$ cat config.mk
export PLATFORM = sky130hd
export DESIGN_NAME = serial_add_ctrl
export DESIGN_NICKNAME = d
export VERILOG_FILES = /design/src/rtl/serial_add_pkg.sv /design/src/rtl/full_adder_cell.sv /design/src/rtl/serial_add_ctrl.sv
export SDC_FILE = /design/constraint.sdc
export NUM_CORES = 1
export LEC_CHECK = 0
export CORE_AREA = 2 2 73 75
export CTS_CLUSTER_DIAMETER = 30
export DETAILED_ROUTE_END_ITERATION = 8
export DIE_AREA = 0 0 75 77
export GPL_ROUTABILITY_DRIVEN = 0
export PLACE_DENSITY_LB_ADDON = 0.12
export SLEW_MARGIN = 0
export SYNTH_ARGS = -nofsm -noshare
export SYNTH_HDL_FRONTEND = slang
export SYNTH_SLANG_ARGS = --single-unit
$ cat constraint.sdc
create_clock -name clk -period 2.15 [get_ports clk]
set_input_delay 0.645 -clock clk [delete_from_list [all_inputs] [get_ports clk]]
set_output_delay 0.645 -clock clk [all_outputs]
set_load 0.02 [all_outputs]
$ cat src/rtl/serial_add_pkg.sv
// rtl/serial_add_pkg.sv - shared types and constants for the bit-serial adder
package serial_add_pkg;

    typedef enum logic [1:0] {
        IDLE = 2'd0,
        RUN  = 2'd1,
        DONE = 2'd2
    } state_t;

    localparam int DEFAULT_WIDTH = 5;

    // Floor of 1 so a counter is never zero bits wide.
    function automatic int clog2(input int value);
        int r;
        r = 1;
        for (int i = 1; i < 32; i++) begin
            if ((1 << i) < value) begin
                r = i + 1;
            end
        end
        return r;
    endfunction

endpackage

$ cat src/rtl/full_adder_cell.sv
// rtl/full_adder_cell.sv - one-bit full adder from two half-adder stages
module full_adder_cell (
    input  logic a,
    input  logic b,
    input  logic cin,
    output logic sum,
    output logic co
);

    logic p1;
    logic g1;
    logic g2;

    assign p1  = a ^ b;
    assign g1  = a & b;
    assign sum = p1 ^ cin;
    assign g2  = p1 & cin;
    assign co  = g1 | g2;

endmodule

$ cat src/rtl/serial_add_ctrl.sv
// rtl/serial_add_ctrl.sv - bit-serial add/subtract controller, one bit per clock LSB first
module serial_add_ctrl
    import serial_add_pkg::*;
#(
    parameter int WIDTH = DEFAULT_WIDTH
) (
    input  logic             clk,
    input  logic             rst_n,
    input  logic             start,
    input  logic             sub,
    input  logic             cin,
    input  logic [WIDTH-1:0] a,
    input  logic [WIDTH-1:0] b,
    output logic             busy,
    output logic             done,
    output logic [WIDTH:0]   sum
);

    localparam int CW = clog2(WIDTH);

    state_t           state_q;
    state_t           state_d;
    logic [WIDTH-1:0] a_sh_q;
    logic [WIDTH-1:0] b_sh_q;
    logic [WIDTH-1:0] res_q;
    logic [WIDTH-1:0] res_d;
    logic             carry_q;
    logic [CW-1:0]    cnt_q;
    logic [WIDTH:0]   sum_q;
    logic             fa_s;
    logic             fa_co;
    logic             last_bit;

    assign last_bit = (cnt_q == CW'(WIDTH - 1));

    full_adder_cell u_fa (
        .a   (a_sh_q[0]),
        .b   (b_sh_q[0]),
        .cin (carry_q),
        .sum (fa_s),
        .co  (fa_co)
    );

    // New bit enters at the MSB so bit i settles in position i after WIDTH shifts.
    assign res_d = (res_q >> 1) | ({{(WIDTH-1){1'b0}}, fa_s} << (WIDTH - 1));

    always_ff @(posedge clk) begin
        if (!rst_n) begin
            state_q <= IDLE;
        end else begin
            state_q <= state_d;
        end
    end

    always_comb begin
        state_d = state_q;
        case (state_q)
            IDLE:    if (start) state_d = RUN;
            RUN:     if (last_bit) state_d = DONE;
            DONE:    state_d = IDLE;
            default: state_d = IDLE;
        endcase
    end

    always_comb begin
        busy = (state_q == RUN);
        done = (state_q == DONE);
    end

    always_ff @(posedge clk) begin
        if (!rst_n) begin
            a_sh_q  <= '0;
            b_sh_q  <= '0;
            res_q   <= '0;
            carry_q <= 1'b0;
            cnt_q   <= '0;
            sum_q   <= '0;
        end else begin
            case (state_q)
                IDLE: begin
                    if (start) begin
                        a_sh_q  <= a;
                        b_sh_q  <= sub ? ~b : b;
                        carry_q <= sub ? 1'b1 : cin;
                        cnt_q   <= '0;
                    end
                end
                RUN: begin
                    a_sh_q  <= a_sh_q >> 1;
                    b_sh_q  <= b_sh_q >> 1;
                    res_q   <= res_d;
                    carry_q <= fa_co;
                    cnt_q   <= cnt_q + CW'(1);
                    if (last_bit) begin
                        sum_q <= {fa_co, res_d};
                    end
                end
                default: ;
            endcase
        end
    end

    assign sum = sum_q;

endmodule

==> results.toml <==
[synth]
yosysTopAreaCellShare_pct = 40.3
syn_area_per_cell_um2 = 8.49
yosys-top-cells-area = "dfxtp_1 40%, mux2i_1 7.0%, nand2_1 5.8%, nand3_1 4.4%, a21oi_1 3.3%"
synth_seq_cells = 55
yosysWarnings = 0
synth_area_leader_cell = "dfxtp_1"
syn-num-nets = 340
async_reset_ff_share_pct = 0
syn_area_um2 = 2740
synth_edf_count = 0
synth_cell_type_count = 46
yosysMostFrequentCell = "dfxtp_1"
ys.flop_type = "dfxtp_1"
synth_common_cells = "55 x dfxtp_1, 42 x nand2_1, 24 x nand3_1"
synth_seq_area_share_pct = 40.3
synth_cells = 322

[worst_setup_path]
cp-end-kind = "output port"
crit_required_ps = 1500
crit_arrival_ps = 1350
start_kind = "register"
worstPathMaxFanout = 5
crit_type = "reg -> out"

[sta]
period_share_pct = 92.7
slew_headroom_pct = 49.7
setup_viol = 0
holdWs_ps = 462
fin_crit_ps = 1990
fmax_mhz = 502
maxSlewViolCount = 0
worst_pin_slew_ps = 751
final_hold_viol_count = 0
fin_skew_ps = 11.0
worst_slack_ps = 157
rsz0062_at_grt = "no"

[clock_tree]
cts_tree = "done"
clk_pin_slew_worst_paths_ps = 100
numCtsBuffers = 5
insertion_delay_ps = 310
cts-root-buf = "clkbuf_8"
clock_sinks = 55
htree_levels = 2
cts_buffer_depth = 2

[detailed_routing]
wl_met3_um = 185
via_count = 2388
wl_um = 5760
wl_met2_um = 2820
drc = 0
drtIter0Drc = 112
met1Wirelength_um = 2740
ant_nets = 0
routedWlPerCell_um = 13.8
viasPerCell = 5.74
top_layer_used = "met4"
firstDrtPassIters = 4

[floorplanning]
ios = 23
fp.dieH_um = 77
dieArea_um2 = 5780
core_area_um2 = 4980
initial_core_util_pct = 55.0
placementRows = 26
die_x_um = 75

[final_layout]
finalNonFillerCells = 416
insertedDiodeCount = 0
utilization_pct = 64.1
drive_gt1_share_pct = 8.96
area_growth_pct = 16.7
fin_nets = 363

[global_routing]
grt_pass1_wl_um = 10000
grt_use_total_pct = 21.6
gr-total-overflow = 0
grt_pass1_vias = 2204
antenna_found_initial = 0
grt_max_degree = 24

[placement]
dpl_worst_slack_ps = -76.9
port-buffer-count = 22
placed_cells = 407
place_hpwl_um = 3950

[pwr]
leakage_nw = 1.06
ir_drop_mv = 0.441
power_density_nw_per_um2 = 613

[run]
max-cap-violations = 0

[run_status]
status = "finished, final reports clean"

[worst_hold_path]
hold_class = "reg -> reg"
## worst paths after layout
path                           start                endpoint  slack, ps  depth (start not counted)
max          state_q[1]$_SDFFE_PN0P_                    busy        160                          3
min           a_sh_q[1]$_SDFFE_PN0P_  a_sh_q[1]$_SDFFE_PN0P_        460                          2
max reg2reg    cnt_q[0]$_SDFFE_PN0P_  cnt_q[23]$_SDFFE_PN0P_        260                          4
min reg2reg   a_sh_q[1]$_SDFFE_PN0P_  a_sh_q[1]$_SDFFE_PN0P_        460                          2
## metrics by stage
stage	setup TNS [ps]	cell area [um2]	total power [mW]
final	0	3190	1.96
after global routing	0	3190	2.04
after CTS	0	3170	1.97
after detailed placement	-862	3060	1.27
after global placement	-532	3060	1.27
after floorplan	0	2740	1.20
## registers in the layout, summed over array words and instances (netlist names)
| register | flops |
|---|---|
| sum | 6 |
| b_sh_q | 5 |
| a_sh_q | 5 |
| res_q | 4 |
| state_q | 2 |
| carry_q | 1 |
| cnt_q | 32 |
## layout make-up
| type | count | area, um2 |
|---|---|---|
| fill | 449 | 1790 |
| multi-input combinational | 235 | 1500 |
| sequential | 55 | 1100 |
| timing repair buffer | 37 | 343 |
| tap | 70 | 87.6 |
| clock buffer | 5 | 68.8 |
| clock inverter | 3 | 46.3 |
| inverter | 11 | 41.3 |
## cell families (layout without fill, tap and decap cells)
logic type | Yosys count | in the layout | synth area share (%)
flops | 55 | 55 | 40.3
buf+inv | 32 | 56 | 4.80
fa+ha+maj | 3 | 3 | 1.65
mux | 21 | 21 | 7.78
compound gates | 55 | 55 | 13.3
xor+xnor | 5 | 5 | 1.60
simple gates | 151 | 151 | 30.6
## metal layers
metal	global-route usage, %	up-vias
met4	4.46	0
met5	0	-
li1	-	1209
met1	29.9	1143
met2	34.4	34
met3	4.60	2
## power breakdown
group          switching (mW)  internal, mW
sequential             0.0163          1.04
clock                   0.356         0.351
combinational           0.108        0.0843
total                   0.481          1.48
## worst max-delay path, cell delays in order (launching register included)
cell and delay (ps):
dfxtp_1 370, nand2b_1 180, inv_1 140, dlygate4sd2_1 350
## layout by cell type, fill, tap and decap left out, drive strengths merged, types with 11 or more instances in the layout
master,instances
nor2,15
inv,12
a21boi,11
nor4,12
dfxtp,55
clkdlybuf4s50,20
buf,15
nand2b,11
a21oi,18
nand3,25
mux2i,19
nand2,42
## repair_timing
item | in CTS | in global routing
setup endpoints to repair | 2 | 5
hold buffers | 0 | 0
gates resized for setup | 2 | 0
buffers inserted | 0 | 1
pin swaps | 0 | 1
No activity file was read; power rests on OpenSTA's default activity.
